==> src/rtl/mux4_rr_arbiter.sv <==
// mux4_rr_arbiter
//   Round-robin arbiter and select controller for a shared 4:1 datapath mux.
//   Four sources request the mux. Exactly one owner is granted at a time.
//   The owner keeps the mux until it strobes done, drops its request, or
//   holds it for MAX_HOLD cycles while another source is waiting. In that
//   last case the grant is preempted and rotates to the next requester.
//
// Ports
//   clk       in   1      system clock, rising edge
//   reset_n   in   1      asynchronous active-low reset
//   req       in   4      level request per source, held until granted
//   done      in   1      release strobe from the current owner (ignored when idle)
//   sel       out  2      mux select; index of the current or most recent owner
//   gnt       out  4      one-hot grant, all zero when idle
//   busy      out  1      a grant is active
//   preempt   out  1      one-cycle pulse after a grant is ended only by timeout
//   hold_cnt  out  CNT_W  cycles elapsed in the current grant
//
// State table
//   state   | meaning
//   S_IDLE  | no owner; the next nonzero req is granted on the following edge
//   S_GRANT | sel owns the mux; hold_cnt counts the cycles it has held it
module mux4_rr_arbiter #(
  parameter int MAX_HOLD = 8,
  parameter int CNT_W    = 4
) (
  input  logic             clk,
  input  logic             reset_n,
  input  logic [3:0]       req,
  input  logic             done,
  output logic [1:0]       sel,
  output logic [3:0]       gnt,
  output logic             busy,
  output logic             preempt,
  output logic [CNT_W-1:0] hold_cnt
);

  localparam logic [0:0] S_IDLE  = 1'b0;
  localparam logic [0:0] S_GRANT = 1'b1;

  // Last cycle a contended grant may run before it is forced to rotate.
  localparam logic [CNT_W-1:0] HOLD_LAST = CNT_W'(MAX_HOLD - 1);
  // Uncontended grants stop counting here. With the timeout disabled the
  // counter runs up to all-ones.
  localparam logic [CNT_W-1:0] HOLD_SAT  = (MAX_HOLD == 0) ? {CNT_W{1'b1}} : HOLD_LAST;

  logic [0:0]       state, state_n;
  logic [1:0]       ptr, ptr_n;
  logic [1:0]       sel_n;
  logic [3:0]       gnt_n;
  logic             busy_n;
  logic             preempt_n;
  logic [CNT_W-1:0] hold_n;

  logic [3:0] owner_mask;
  logic       contender;
  logic       rel_done, rel_drop, rel_tmo, release_now;
  logic [1:0] pick_base;
  logic       pick_found;
  logic [1:0] pick_idx;

  // Pick the first set request bit, scanning upward from base and wrapping at 4.
  function automatic logic [2:0] rr_pick(input logic [3:0] r, input logic [1:0] base);
    logic       found;
    logic [1:0] idx;
    logic [1:0] cand;
    found = 1'b0;
    idx   = 2'd0;
    for (int k = 0; k < 4; k++) begin
      cand = base + 2'(k);
      if (!found && r[cand]) begin
        found = 1'b1;
        idx   = cand;
      end
    end
    return {found, idx};
  endfunction

  always_comb begin
    owner_mask  = 4'b0001 << sel;
    contender   = |(req & ~owner_mask);
    rel_done    = done;
    rel_drop    = ~req[sel];
    rel_tmo     = (MAX_HOLD != 0) && (hold_cnt == HOLD_LAST) && contender;
    release_now = rel_done | rel_drop | rel_tmo;

    // On release the search starts just past the owner, so the owner
    // comes last in priority.
    pick_base = (state == S_GRANT) ? (sel + 2'd1) : ptr;
    {pick_found, pick_idx} = rr_pick(req, pick_base);
  end

  always_comb begin
    state_n   = state;
    ptr_n     = ptr;
    sel_n     = sel;
    gnt_n     = gnt;
    busy_n    = busy;
    preempt_n = 1'b0;
    hold_n    = hold_cnt;

    case (state)
      S_IDLE: begin
        if (pick_found) begin
          state_n = S_GRANT;
          sel_n   = pick_idx;
          gnt_n   = 4'b0001 << pick_idx;
          busy_n  = 1'b1;
          hold_n  = '0;
        end
      end
      S_GRANT: begin
        if (release_now) begin
          ptr_n     = sel + 2'd1;
          preempt_n = rel_tmo & ~rel_done & ~rel_drop;
          if (pick_found) begin
            // Hand over directly, or re-grant the sole requester, with no idle bubble.
            sel_n  = pick_idx;
            gnt_n  = 4'b0001 << pick_idx;
            hold_n = '0;
          end else begin
            state_n = S_IDLE;
            gnt_n   = 4'b0000;
            busy_n  = 1'b0;
            hold_n  = '0;
          end
        end else if (hold_cnt != HOLD_SAT) begin
          hold_n = hold_cnt + CNT_W'(1);
        end
      end
      default: begin
        state_n = S_IDLE;
        gnt_n   = 4'b0000;
        busy_n  = 1'b0;
        hold_n  = '0;
      end
    endcase
  end

  always_ff @(posedge clk or negedge reset_n) begin
    if (!reset_n) begin
      state    <= S_IDLE;
      ptr      <= 2'd0;
      sel      <= 2'd0;
      gnt      <= 4'b0000;
      busy     <= 1'b0;
      preempt  <= 1'b0;
      hold_cnt <= '0;
    end else begin
      state    <= state_n;
      ptr      <= ptr_n;
      sel      <= sel_n;
      gnt      <= gnt_n;
      busy     <= busy_n;
      preempt  <= preempt_n;
      hold_cnt <= hold_n;
    end
  end

endmodule

==> config.mk <==
export PLATFORM = sky130hd
export DESIGN_NAME = mux4_rr_arbiter
export DESIGN_NICKNAME = d
export VERILOG_FILES = /design/src/rtl/mux4_rr_arbiter.sv
export SDC_FILE = /design/constraint.sdc
export NUM_CORES = 1
export LEC_CHECK = 0
export BUFFER_PORTS_ARGS = -buffer_cell sky130_fd_sc_hd__buf_4
export CAP_MARGIN = 10
export CORE_MARGIN = 2
export CORE_UTILIZATION = 48
export CTS_CLUSTER_SIZE = 40
export DETAILED_ROUTE_END_ITERATION = 8
export GPL_ROUTABILITY_DRIVEN = 0
export HOLD_SLACK_MARGIN = 0.05
export PLACE_DENSITY = 0.86
export SYNTH_ARGS = -nofsm -noshare
export SYNTH_HDL_FRONTEND = slang
export SYNTH_SLANG_ARGS = --single-unit
==> constraint.sdc <==
create_clock -name clk -period 1.8 [get_ports clk]
set_input_delay 0.18 -clock clk [delete_from_list [all_inputs] [get_ports clk]]
set_output_delay 0.18 -clock clk [all_outputs]
set_load 0.05 [all_outputs]
=== Word-level counts from Yosys, hierarchy flattened ===
Cells that the tools add are included.

* Logic and storage cells: 85
* Register bits after elaboration: 15
* Output and inout bits: 12
* Input port bits: 7

* Order comparisons: 5
* Shift-type cells: 2
* Reduce and logical (&&, ||, !) cells: 12
* Add/subtract/negate cells: 5
* Multiplexer cells: 39
* Bitwise gates (word level): 9
* Equal/unequal tests: 6

{| class="wikitable"
|+ Operator list
! kind !! count
|-
| 4-bit two-way mux || 6
|-
| 1-bit two-way mux || 16
|-
| 4-bit one-hot mux with 2 select lines || 2
|-
| 2-bit by 3-bit < comparator with 1-bit output, second input constant || 5
|-
| 2-bit two-way mux || 7
|-
| 1-bit binary-select mux with 2-bit select || 5
|-
| 1-bit by 2-bit left shift with 4-bit output, first input constant || 2
|-
| 2-bit AND reduction || 3
|-
| 2-bit by 1-bit adder with 2-bit output, second input constant || 2
|-
| 2-bit adder, second input constant || 2
|-
| 4-bit by 1-bit adder with 4-bit output, second input constant || 1
|-
| 4-bit bitwise AND || 1
|-
| 4-bit by 3-bit == test with 1-bit output, second input constant || 1
|-
| 1-bit logical AND || 4
|-
| 2-bit != test, second input constant || 2
|-
| 4-bit by 3-bit != test with 1-bit output, second input constant || 1
|-
| 4-bit NOT || 1
|-
| 1-bit one-hot mux with 2 select lines || 2
|-
| 2-bit one-hot mux with 2 select lines || 1
|-
| 4-bit OR reduction || 1
|-
| 1-bit zero test || 3
|-
| 3-bit by 1-bit != test with 1-bit output, second input constant || 1
|-
| 1-bit NOT || 3
|-
| 3-bit AND reduction || 1
|-
| other kinds (3) || 5
|}

=== Logic depth before layout (Yosys ltp) ===
* Depth after elaboration: 18
* Gate-level depth with buffers: 7
* Mapped depth without buffers: 7

=== Worst setup path after synthesis ===
Ideal clock, no wire load.

* Kind: flip-flop to flip-flop
* From: register sel[0]
* To: register sel[1]
* Stages on the path, launching flop included: 8
* Data required time: 1675 ps
* Path buffers: 0
* Setup slack: -579 ps
* Library setup time: 125 ps
* Data arrival time: 2254 ps
* Period minus slack after synthesis: 2379 ps
* Cell sequence: dfrtp_1 -> inv_1 -> ha_1 -> mux2_4 -> nand3_2 -> o2bb2ai_1 -> or3_4 -> mux2_4

* Cells in the longest elaborated chain, start to end: 17
* Elaborated cells on any way between the ends: 41
* Classes of those cells: add/sub (4); eq/ne (1); shift (1); mux (22); bitwise (5); reduce/logical (8)

{| class="wikitable"
|+ Ends and longest elaborated chain
! item !! RTL line !! source
|-
| start, declared || 31 || <nowiki>output logic [1:0] sel,</nowiki>
|-
| start signal, assigned || 152 || <nowiki>sel <= sel_n;</nowiki>
|-
| parallel branches: the longest is 17 deep, another holds 2-bit by 1-bit adder with 2-bit output || - ||
|}

Parallel ways; which one is timed is not known. The select of a mux whose other input is x is not followed.
A chain may end at the register's enable or synchronous reset.

=== Worst setup path after layout ===
Ends and elaborated chain as after synthesis.

==> results.sh <==
export IMPL_multi_input_area_sq_um=622
export IMPL_drive_above_1_share_pct=54.1
export IMPL_dpl_cell_area_sq_um=1280
export IMPL_postLayoutCellArea_sq_um=1380
export IMPL_die_height_um=49.0
export IMPL_slew_limit_headroom_pct=78.4
export IMPL_track_usage_pct=23.6
export IMPL_synthArstFlopShare_pct=100
export IMPL_finalSetupViolCount=5
export IMPL_vias=877
export IMPL_synth_edf_count=0
export IMPL_cp_end_kind="flip-flop"
export IMPL_root_buffer="clkbuf_4"
export IMPL_rsz0062_at_grt="yes"
export IMPL_final_util_pct=71.3
export IMPL_met3_usage_pct=4.60
export IMPL_ys_seq_area_share_pct=38.6
export IMPL_status="finished with violations"
export IMPL_dpl_hpwl_um=1800
export IMPL_tightest_slew_ps=325
export IMPL_path_common_cell="mux2_4"
export IMPL_max_stage_delay_ps=480
export IMPL_syn_inst=92
export IMPL_grt_max_degree=16
export IMPL_holdPathStages=2
export IMPL_worstHoldPathType="in2reg"
export IMPL_required_ps=2000
export IMPL_grt_overflow=0
export IMPL_dp_slack_ps=-98.2
export IMPL_instances_no_fill=160
export IMPL_yosys_top_cells_area="dfrtp_1 39%, ha_1 7.7%, inv_1 3.1%"
export IMPL_yosysMostFrequentCell="dfrtp_1"
export IMPL_initial_core_util_pct=50.1
export IMPL_layout_nets=147
export IMPL_cts_tree="yes"
export IMPL_crit_chain="inv_4, ha_4, mux2_4, nand3_2, o2bb2ai_2, or3_4, mux2_4"
export IMPL_htree_levels=1
export IMPL_postRouteAntennaNets=0
export IMPL_period_share_pct=108
export IMPL_finalPower_mw=2.17
export IMPL_io_pins=19
export IMPL_coreArea_sq_um=1940
export IMPL_die_x_um=49.0
export IMPL_ys_flop_type="dfrtp_1"
export IMPL_violations="setup timing"
export IMPL_drc=0
export IMPL_clock_path_buffers=2
export IMPL_clock_sinks=15
export IMPL_ir_worst_vdd_mv=1.10
export IMPL_synth_seq_cells=15
export IMPL_cellPowerDensity_nw_per_um2=1570
export IMPL_antenna_cells=0
export IMPL_finalWirelength_um=2530
export IMPL_syn_cell_area_sq_um=973
export IMPL_timing_setup_tns_ps=-480
export IMPL_fin_skew_ps=6.79
export IMPL_cp_max_fo=6
export IMPL_grt_pass1_wl_um=4300
export IMPL_insertion_delay_ps=300
export IMPL_dieArea_sq_um=2400
export IMPL_synth_top_area_share_pct=38.6
export IMPL_cts_buffers=3
export IMPL_ff_latch_area_sq_um=380
export IMPL_startpoint_type="flip-flop"
export IMPL_synth_cell_types=41
export IMPL_yosys_warnings=0
export IMPL_num_fill_cells=138
export IMPL_reg2regPathDepth=7
export IMPL_viasPerCell=5.48
export IMPL_period_needed_ps=1940
export IMPL_drt_first_pass_iters=4
export IMPL_drt_initial_drc_count=5
export IMPL_syn_nets=105
export IMPL_top_usage_layer="met2"
export IMPL_holdWs_ps=154
export IMPL_grt_pass1_vias=957
export IMPL_crit_type="reg2reg"
export IMPL_syn_mean_instance_area_sq_um=10.6
export IMPL_area_growth_pct=42.2
export IMPL_yosys_area_top_type="dfrtp_1"
export IMPL_port_buffers=18
export IMPL_max_freq_ghz=0.517
export IMPL_grt_use_met2_pct=43.4
export IMPL_hold_viol_final=0
export IMPL_layout_setup_ws_ps=-135
export IMPL_antenna_found_initial=0
export IMPL_cellLeakagePower_nw=0.697
export IMPL_path_clk_slew_ps=100
export IMPL_synth_common_cells="15 x dfrtp_1, 8 x inv_1, 8 x nand2_1, 7 x nor2_1, 6 x ha_1"
export IMPL_arrival_ps=2130
export IMPL_routedWlPerCell_um=15.8
export IMPL_rows=16
export IMPL_drv_cap=0
export IMPL_numPlacedInstances=151
export IMPL_maxSlewViolCount=0
export IMPL_cpMaxStageDelayCell="dfrtp_2"
export IMPL_use_met1_pct=26.2
==> kinds of logic (layout without fill, tap and decap cells) <==
kind of cell               Yosys count  in the layout  synth area share, %
AOI/OAI and AO/OA                   20             20                 19.2
adders and majority gates            6              6                 7.71
buffers and inverters                9             50                 4.24
DFF                                 15             15                 38.6
muxes                                7              7                 9.77
and+or+nand+nor                     35             35                 20.6
==> registers in the layout (all words and copies together), names as in the netlist <==
signal	flops
sel	2
preempt	1
ptr	2
busy	1
gnt	4
state	1
hold_cnt	4
==> critical path: cells and delay by family, from the launching register on <==
| kind | cells | cell delay, ps |
|---|---|---|
| and+or+nand+nor | 2 | 440 |
| AOI/OAI and AO/OA | 1 | 50 |
| DFF | 1 | 480 |
| muxes | 2 | 550 |
| buffers and inverters | 1 | 100 |
| adders and majority gates | 1 | 200 |
==> layer usage <==
| metal | up-vias | wire, um |
|---|---|---|
| met2 | 20 | 1370 |
| met5 | - | 0 |
| met4 | 0 | 42 |
| li1 | 420 | - |
| met1 | 432 | 1030 |
| met3 | 5 | 86 |
==> cell usage in the layout, fill, tap and decap left out, types with 3 or more instances in the layout <==
master / instances
nand2_1: 6
dfrtp_2: 4
nor2_1: 7
dfrtp_1: 11
buf_4: 37
ha_1: 4
nand3_1: 3
nand2b_1: 3
inv_1: 6
clkbuf_4: 3
==> final cells by class <==
type | instances | area share (%)
Sequential cell | 15 | 27.5
Tap cell | 27 | 2.44
Timing Repair Buffer | 38 | 20.8
Clock buffer | 3 | 1.63
Clock inverter | 1 | 0.362
Inverter | 8 | 2.35
Multi-Input combinational cell | 68 | 44.9
==> worst paths after layout <==
check	start	end	slack, ps
max	sel[0]$_DFFE_PN0P_	sel[1]$_DFFE_PN0P_	-140
min	req[3]	state$_DFF_PN0_	150
max reg2reg	sel[0]$_DFFE_PN0P_	sel[1]$_DFFE_PN0P_	-140
min reg2reg	busy$_DFFE_PN0P_	busy$_DFFE_PN0P_	520
max in group asynchronous	reset_n	hold_cnt[1]$_DFFE_PN0P_	1320
min in group asynchronous	reset_n	state$_DFF_PN0_	270
==> what timing repair did <==
item / CTS / global route
hold buffers: 1 / 0
hold endpoints to repair: 15 / 0
pin swaps: 0 / 0
setup buffers: 2 / 2
gates resized for setup: 4 / 3
setup endpoints to repair: 5 / 10
==> where the power goes <==
group          internal [mW]  total [mW]  switching, mW  leakage (nW)
sequential             0.442       0.542          0.101         0.185
clock                 0.0830       0.209          0.126        0.0177
combinational          0.670        1.42          0.750         0.494
Note: power is estimated with default switching activity, not from simulation.
